==> src/rtl/fetch_pc_queue_if.sv <==
// Fetch PC queue bus: control inputs from the branch/ALU logic and the
// valid/ready PC output toward decode.
// master = fetch unit side, slave = branch logic + decode side.
`timescale 1ns/1ps
interface fetch_pc_queue_if #(
    parameter int unsigned ADDR_W = 32,
    parameter int unsigned QDEPTH = 4
);
    localparam int unsigned CNT_W = $clog2(QDEPTH) + 1;

    logic              stall;
    logic              B;
    logic              bne;
    logic              Z;
    logic [ADDR_W-1:0] B_addr;
    logic              J;
    logic [ADDR_W-1:0] J_addr;
    logic              out_valid;
    logic              out_ready;
    logic [ADDR_W-1:0] addr;
    logic [CNT_W-1:0]  count;
    logic              redirect;
    logic              misalign;

    modport master (
        input  stall, B, bne, Z, B_addr, J, J_addr, out_ready,
        output out_valid, addr, count, redirect, misalign
    );

    modport slave (
        output stall, B, bne, Z, B_addr, J, J_addr, out_ready,
        input  out_valid, addr, count, redirect, misalign
    );
endinterface

==> src/rtl/fetch_pc_queue.sv <==
// Fetch PC generator with a small output FIFO.
// Produces sequential PCs, resolves BEQ/BNE on Z and unconditional jumps,
// and buffers fetched PCs so decode can back-pressure with valid/ready.
// Optional build macro FETCH_MISALIGN_TRAP_EN: a redirect to a target with
// nonzero low alignment bits is dropped and flagged on misalign instead of
// being silently aligned.
`timescale 1ns/1ps
module fetch_pc_queue #(
    parameter int unsigned       ADDR_W      = 32,
    parameter logic [ADDR_W-1:0] RESET_PC    = '0,
    parameter int unsigned       INSTR_BYTES = 4,
    parameter int unsigned       QDEPTH      = 4
) (
    input  logic             clock,
    input  logic             reset,
    fetch_pc_queue_if.master bus
);
    localparam int unsigned PTR_W = $clog2(QDEPTH);
    localparam int unsigned CNT_W = PTR_W + 1;
    localparam logic [ADDR_W-1:0] LOW_MASK = ADDR_W'(INSTR_BYTES - 1);
    localparam logic [ADDR_W-1:0] PC_INC   = ADDR_W'(INSTR_BYTES);
    localparam logic [CNT_W-1:0]  FULL_CNT = CNT_W'(QDEPTH);

    logic [ADDR_W-1:0] pc;
    logic [ADDR_W-1:0] mem [QDEPTH];
    logic [PTR_W-1:0]  wr_ptr;
    logic [PTR_W-1:0]  rd_ptr;
    logic [CNT_W-1:0]  cnt;
    logic              redirect_q;

    logic              br_taken;
    logic              redirect_req;
    logic [ADDR_W-1:0] target;
    logic              take;
    logic              valid;
    logic              full;
    logic              do_pop;
    logic              do_enq;

`ifdef FETCH_MISALIGN_TRAP_EN
    logic              trap;
    logic              misalign_q;
`endif

    // Redirect resolution and FIFO push/pop decisions for this edge.
    // NOTE: every always_comb output gets a default first so no latch is inferred.
    always_comb begin
        br_taken     = bus.B & (bus.bne ? ~bus.Z : bus.Z);
        redirect_req = bus.J | br_taken;
        target       = bus.J ? bus.J_addr : bus.B_addr;
`ifdef FETCH_MISALIGN_TRAP_EN
        trap         = redirect_req & (|(target & LOW_MASK));
        take         = redirect_req & ~trap;
`else
        take         = redirect_req;
`endif
        valid  = (cnt != '0);
        full   = (cnt == FULL_CNT);
        // A flush discards the head, so it is never also popped.
        do_pop = valid & bus.out_ready & ~take;
        // A full FIFO still accepts a new PC when the head leaves this edge.
        do_enq = ~take & ~bus.stall & (~full | do_pop);
    end

    // PC, FIFO pointers/occupancy and the redirect pulse.
    // NOTE: sequential state uses non-blocking assignments only.
    always_ff @(posedge clock or negedge reset) begin
        if (!reset) begin
            pc         <= RESET_PC;
            wr_ptr     <= '0;
            rd_ptr     <= '0;
            cnt        <= '0;
            redirect_q <= 1'b0;
        end else begin
            redirect_q <= take;
            if (take) begin
                pc     <= target & ~LOW_MASK;
                wr_ptr <= '0;
                rd_ptr <= '0;
                cnt    <= '0;
            end else begin
                if (do_enq) begin
                    wr_ptr <= wr_ptr + PTR_W'(1);
                    pc     <= pc + PC_INC;
                end
                if (do_pop) begin
                    rd_ptr <= rd_ptr + PTR_W'(1);
                end
                unique case ({do_enq, do_pop})
                    2'b10:   cnt <= cnt + CNT_W'(1);
                    2'b01:   cnt <= cnt - CNT_W'(1);
                    default: cnt <= cnt;
                endcase
            end
        end
    end

    // FIFO storage write.
    // NOTE: storage has no reset; cnt gates everything read from it.
    always_ff @(posedge clock) begin
        if (do_enq) begin
            mem[wr_ptr] <= pc;
        end
    end

`ifdef FETCH_MISALIGN_TRAP_EN
    // One-cycle pulse flagging a dropped misaligned redirect.
    always_ff @(posedge clock or negedge reset) begin
        if (!reset) begin
            misalign_q <= 1'b0;
        end else begin
            misalign_q <= trap;
        end
    end
    assign bus.misalign = misalign_q;
`else
    assign bus.misalign = 1'b0;
`endif

    assign bus.out_valid = valid;
    assign bus.addr      = valid ? mem[rd_ptr] : '0;
    assign bus.count     = cnt;
    assign bus.redirect  = redirect_q;

endmodule

==> src/flat_wrapper.sv <==
// flat-port wrapper written by rule: the top's interface ports become plain ports
module fetch_pc_queue_flat 
#(
    parameter int unsigned       ADDR_W      = 32,
    parameter logic [ADDR_W-1:0] RESET_PC    = '0,
    parameter int unsigned       INSTR_BYTES = 4,
    parameter int unsigned       QDEPTH      = 4
)
  (clock, reset, bus_stall, bus_B, bus_bne, bus_Z, bus_B_addr, bus_J, bus_J_addr, bus_out_ready, bus_out_valid, bus_addr, bus_count, bus_redirect, bus_misalign);
  fetch_pc_queue_if #(.ADDR_W(ADDR_W), .QDEPTH(QDEPTH)) bus_i ();
  input  logic clock;
  input  logic reset;
  input wire logic [$bits(bus_i.stall)-1:0] bus_stall;
  input wire logic [$bits(bus_i.B)-1:0] bus_B;
  input wire logic [$bits(bus_i.bne)-1:0] bus_bne;
  input wire logic [$bits(bus_i.Z)-1:0] bus_Z;
  input wire logic [$bits(bus_i.B_addr)-1:0] bus_B_addr;
  input wire logic [$bits(bus_i.J)-1:0] bus_J;
  input wire logic [$bits(bus_i.J_addr)-1:0] bus_J_addr;
  input wire logic [$bits(bus_i.out_ready)-1:0] bus_out_ready;
  output wire logic [$bits(bus_i.out_valid)-1:0] bus_out_valid;
  output wire logic [$bits(bus_i.addr)-1:0] bus_addr;
  output wire logic [$bits(bus_i.count)-1:0] bus_count;
  output wire logic [$bits(bus_i.redirect)-1:0] bus_redirect;
  output wire logic [$bits(bus_i.misalign)-1:0] bus_misalign;
  assign bus_i.stall = bus_stall;
  assign bus_i.B = bus_B;
  assign bus_i.bne = bus_bne;
  assign bus_i.Z = bus_Z;
  assign bus_i.B_addr = bus_B_addr;
  assign bus_i.J = bus_J;
  assign bus_i.J_addr = bus_J_addr;
  assign bus_i.out_ready = bus_out_ready;
  assign bus_out_valid = bus_i.out_valid;
  assign bus_addr = bus_i.addr;
  assign bus_count = bus_i.count;
  assign bus_redirect = bus_i.redirect;
  assign bus_misalign = bus_i.misalign;
  fetch_pc_queue #(.ADDR_W(ADDR_W), .RESET_PC(RESET_PC), .INSTR_BYTES(INSTR_BYTES), .QDEPTH(QDEPTH)) u_core (.clock(clock), .reset(reset), .bus(bus_i));
endmodule
==> config.mk <==
export PLATFORM = sky130hd
export DESIGN_NAME = fetch_pc_queue_flat
export DESIGN_NICKNAME = d
export VERILOG_FILES = /design/src/rtl/fetch_pc_queue_if.sv /design/src/rtl/fetch_pc_queue.sv /design/src/flat_wrapper.sv
export SDC_FILE = /design/constraint.sdc
export NUM_CORES = 1
export LEC_CHECK = 0
export ABC_AREA = 0
export CAP_MARGIN = 10
export CORE_UTILIZATION = 59
export DETAILED_ROUTE_END_ITERATION = 6
export PLACE_DENSITY = 0.86
export SYNTH_ARGS = -nofsm -noshare
export SYNTH_HDL_FRONTEND = slang
export SYNTH_SLANG_ARGS = --single-unit
==> constraint.sdc <==
create_clock -name clock -period 4 [get_ports clock]
set_clock_uncertainty 0.2 [all_clocks]
set_input_delay 0.8 -clock clock [delete_from_list [all_inputs] [get_ports clock]]
set_output_delay 0.8 -clock clock [all_outputs]
set_load 0.005 [all_outputs]
After elaboration in Yosys (flattened, before gate mapping)
Memories as Yosys holds them, arrays and structs flattened.
Cells that the tools add are included.
- output and inout bits: 38
- word-level logic and storage cells: 42
- register bits: 40
- memories: 1
- RAM bits: 128
- muxes and demuxes: 13
- bitwise logic cells: 11
- reduce and logical (&&, ||, !) cells: 4
- $add $sub $neg: 5
- equal/unequal tests: 3
- memory list (name ; words ; width ; rd ports ; clocked after Yosys merged registers in ; write ports ; RTL line ; source):
    u_core.mem ; 4 ; 32 ; 1 ; 0 ; 1 ; fetch_pc_queue.sv:25 ; logic [ADDR_W-1:0] mem [QDEPTH];
- operator list (cell ; number):
    32-bit two-way mux ; 4
    32-bit by 3-bit adder with 32-bit output, second input constant ; 1
    2-bit two-way mux ; 4
    3-bit case mux with 2 select lines ; 1
    3-bit nonzero test ; 2
    1-bit AND ; 5
    2-bit by 1-bit adder with 2-bit output, second input constant ; 2
    1-bit NOT ; 4
    2-bit nonzero test ; 2
    3-bit by 1-bit adder with 3-bit output, second input constant ; 1
    3-bit == test, second input constant ; 1
    1-bit two-way mux ; 3
    3-bit two-way mux ; 1
    3-bit by 1-bit subtractor with 3-bit output, second input constant ; 1
    2-bit by 1-bit == test with 1-bit output, second input constant ; 1
    2-bit == test, second input constant ; 1
    1-bit bitwise OR ; 2

Depth between registers and ports, before layout
- depth in word-level cells: 11
- depth in mapped cells: 10

Worst setup path before layout
No wires, ideal clock.
- kind: input to register
- from: input bus_bne
- to: register u_core.cnt[2] (netlist: u_core.bus.count[2])
- setup time: 0.125 ns
- stages: 10
- arrival: 2.946 ns
- path buffers: 1
- required time: 3.675 ns
- slack: 0.729 ns
- cells stage by stage: xor2_1 -> a21oi_2 -> inv_1 -> buf_2 -> nor3_1 -> fa_1 -> or3b_2 -> and3_1 -> a31oi_1 -> a21oi_1
- longest elaborated chain between the ends: 10
- ends and longest elaborated chain (element ; RTL line ; source):
    start, declared ; flat_wrapper.sv:15 ; input wire logic [$bits(bus_i.bne)-1:0] bus_bne;
    1-bit two-way mux * ; fetch_pc_queue.sv:48 ; br_taken = bus.B & (bus.bne ? ~bus.Z : bus.Z);
    1-bit AND * ; fetch_pc_queue.sv:48 ;
    1-bit bitwise OR * ; fetch_pc_queue.sv:49 ; redirect_req = bus.J | br_taken;
    net u_core.redirect_req ; fetch_pc_queue.sv:32 ; logic redirect_req;
    1-bit NOT ; fetch_pc_queue.sv:60, fetch_pc_queue.sv:62 ;
    1-bit AND ; fetch_pc_queue.sv:60 ; do_pop = valid & bus.out_ready & ~take;
    1-bit bitwise OR ; fetch_pc_queue.sv:62 ; do_enq = ~take & ~bus.stall & (~full | do_pop);
    1-bit AND ; fetch_pc_queue.sv:62 ;
    2-bit by 1-bit == test with 1-bit output / 2-bit == test (equally long branches) ; fetch_pc_queue.sv:89 ; unique case ({do_enq, do_pop})
    3-bit case mux with 2 select lines ; fetch_pc_queue.sv:89 ;
    3-bit two-way mux ; fetch_pc_queue.sv:76 ; if (take) begin
    end signal, assigned ; fetch_pc_queue.sv:90 ; 2'b10: cnt <= cnt + CNT_W'(1);
    end signal, assigned ; fetch_pc_queue.sv:91 ; 2'b01: cnt <= cnt - CNT_W'(1);
    end signal, assigned ; fetch_pc_queue.sv:92 ; default: cnt <= cnt;
    end, declared ; fetch_pc_queue.sv:28 ; logic [CNT_W-1:0] cnt;
Mark *: on every way through the listed nets, which the timed path passes. The rest lies on a longest branch.
A chain may end at the register's enable or synchronous reset.

Worst setup path in the final report
- from: register u_core.cnt[0] (netlist: u_core.bus.count[0])
- to: output bus_addr[13]
- longest elaborated chain between the ends: 2
- ends and longest elaborated chain (element ; RTL line ; source):
    3-bit nonzero test ; fetch_pc_queue.sv:57 ; valid = (cnt != '0);
    32-bit two-way mux ; fetch_pc_queue.sv:121 ; assign bus.addr = valid ? mem[rd_ptr] : '0;
    end, declared ; flat_wrapper.sv:22 ; output wire logic [$bits(bus_i.addr)-1:0] bus_addr;
Every way passes these cells.

==> run_results.csv <==
group,metric,value,unit
pwr,combinationalPowerShare,11.8,%
drt,drcViolationCount,0,
pwr,internal_power,3.19,mW
floorplanning,die_area,13300,um^2
timing,final-hold-violation-count,0,
cells_and_area,nets,729,
cts,cts_setup_buffers,0,
cts,cts_buffers,17,
worst_setup_path,cp-start-kind,"register",
floorplanning,num_io_pins,110,
synth,synthTopCellsByCount,"120 x edfxtp_1, 38 x dfrtp_1, 32 x and2_1, 30 x mux4_2, 24 x clkbuf_1",
global_routing,grt_usage,31.0,%
timing,setup_viol,0,
cells_and_area,area_growth,24.9,%
worst_setup_path,r2r_setup_slack,0.68,ns
cts,cts_resized,0,
min_path,min_path_type,"input pin to asynchronous set/reset pin",
floorplanning,coreArea,12300,um^2
drt,drtIter0Drc,692,
synth,syn_area_per_cell,13.7,um^2
global_routing,grt_pass1_vias,5561,
worst_setup_path,arrival,2.64,ns
synth,async_flop_share,24.1,%
cts,cts_hold_buf,0,
synth,synth_top_area_share,47.7,%
drt,ant_nets,0,
global_routing,grt_max_degree,60,
synth,yosysMostFrequentCell,"edfxtp_1",
placed_design,routabilityCongestion,0.909,
timing,fin_crit,3.64,ns
worst_setup_path,crit_path_end_kind,"output port",
synth,syn_area,7550,um^2
drt,viasPerCell,6.63,
job,cap_violations,0,
pwr,clock_power_share,40.8,%
cts,cts_tree,"yes",
synth,yosysUniqueCellTypes,60,
floorplanning,initial_core_util,61.6,%
pwr,p_seq_share,47.4,%
timing,setup_tns,0,ns
synth,ys_seq_area_share,60.3,%
floorplanning,rows,40,
pwr,switching_share,24.7,%
cts,clkLatencyLatePin,0.42,ns
pwr,power.total,4.24,mW
cts,root_buffer,"clkbuf_16",
drt,first_pass_iters,6,
placed_design,dp_cells,800,
worst_setup_path,reg2reg_depth,8,
synth,ys_seq_elements,158,
timing,rsz0062_at_grt,"false",
drt,vias,5514,
floorplanning,die_w,115,um
global_routing,antenna_found_initial,0,
synth,ys.flop_type,"edfxtp_1",
cells_and_area,diodes,0,
timing,worst_pin_slew,0.991,ns
worst_setup_path,reg2reg_to,"u_core.bus.count[2]",
synth,synth_cells,551,
floorplanning,die_h,115,um
synth,synthTopCellsByArea,"edfxtp_1 48%, dfrtp_1 13%, mux4_2 8.9%",
synth,yosysWarningCount,0,
pwr,ir_drop,226,uV
worst_setup_path,r2r_start,"u_core.bus.count[0]",
timing,slew_violations,0,
timing,fmax,275,MHz
synth,synth-edff-count,120,
drt,wl_per_cell,23.0,um
worst_setup_path,critPathMaxFanout,33,
cts,cts.clk_slew.worst_paths,0.07,ns
worst_setup_path,required,3.00,ns
worst_setup_path,criticalPathCategory,"register to output port",
timing,relSlewSlack,34.0,%
placed_design,numPortBuffers,102,
cts,cts_buffer_depth,2,
global_routing,grt_pass1_wl,29.9,mm
cells_and_area,layout-drive-gt1-share,13.7,%
synth,yosysTopAreaCell,"edfxtp_1",
pwr,power_leakage,3.16,nW
placed_design,dp_hpwl,12.2,mm
pwr,pwr_density_cell,450,nW/um^2
global_routing,grt-ovfl-total,0,
timing,finalCritPeriodShare,91.1,%
drt,routed_wl,19.1,mm
run_status,status,"completed",
cells_and_area,fin_cells,832,
cts,cts_htree_levels,4,
cts,clock-sinks,158,
pwr,p_switching,1.05,mW
flip-flops by register name, summed over array words and instances (netlist names):
signal and cells:
u_core.mem 120, u_core.pc 30, u_core.bus.count 3, u_core.rd_ptr 2, u_core.wr_ptr 2, u_core.bus.redirect 1
worst max path at each step:
stage	from	to	slack [ns]	cells past startpoint
6_report	u_core.bus.count[0]	bus_addr[13]	0.36	3
5_1_grt	u_core.bus.count[0]	bus_addr[13]	0.18	3
4_1_cts	u_core.bus.count[0]	bus_addr[13]	0.26	3
3_3_place_gp	bus_stall	u_core.mem[1][20]	0.63	5
2_1_floorplan	bus_bne	u_core.bus.count[2]	0.73	10
3_5_place_dp	bus_bne	u_core.bus.count[2]	0.56	10
final cells by class:
class,instances,area (um^2)
flip-flops and latches,158,4560
fillers,714,2830
multi-input cells,346,2810
repair buffers,116,1180
clock buffers,18,429
well taps,168,210
clock inverters,14,204
inverters,12,45.0
metrics by stage:
stage	utilization, %	setup WS [ns]	cell area (um^2)	hold slack [ns]
global route	76.9	0.178	9430	0.384
finish	76.9	0.357	9430	0.329
detailed placement	71.7	0.565	8790	0.335
floorplan	-	0.729	7560	0.274
CTS	76.9	0.261	9430	0.345
global placement	71.7	0.626	8790	0.321
power by group through the flow:
| stage | clock network [mW] | registers (mW) | logic, mW |
|---|---|---|---|
| 2_1_floorplan | 0 | 1.98 | 0.289 |
| 3_3_place_gp | 0 | 2.02 | 0.476 |
| 3_5_place_dp | 0 | 2.03 | 0.496 |
| 4_1_cts | 1.73 | 2.00 | 0.505 |
| 5_1_grt | 1.81 | 2.02 | 0.544 |
| 6_report | 1.73 | 2.01 | 0.502 |
routing by layer:
| metal | share of wire, % | global-route usage [%] |
|---|---|---|
| met5 | 0 | 0 |
| met1 | 38 | 41.0 |
| met4 | 3.2 | 13.2 |
| met2 | 50 | 51.0 |
| met3 | 9.0 | 5.80 |
cells by family after synthesis:
group           share of synthesized area, %
xor+xnor                                1.39
mux                                     9.48
other cells                           0.0497
simple gates                            15.0
fa+ha+maj                               1.09
compound gates                          9.91
buf+inv                                 2.73
flops                                   60.3
critical path: stages (launching register included):
cell and delay, ns:
dfrtp_1 0.56, or3_1 0.83, and2_1 0.27, clkdlybuf4s50_1 0.54
layout by cell type, fill, tap and decap left out, types with 11 or more instances in the layout:
cell type	instances
nor3_1	12
clkbuf_16	17
nor2_1	16
a31oi_1	12
nand3_1	17
and3_1	11
clkdlybuf4s50_1	100
a21oi_1	14
edfxtp_1	120
inv_1	12
mux4_2	30
nor2b_1	17
dfrtp_1	37
nand4_1	15
and2_1	32
o21ai_0	14
nor4_1	11
nand2_1	18
a211oi_1	22
Note: power is estimated with default switching activity, not from simulation.
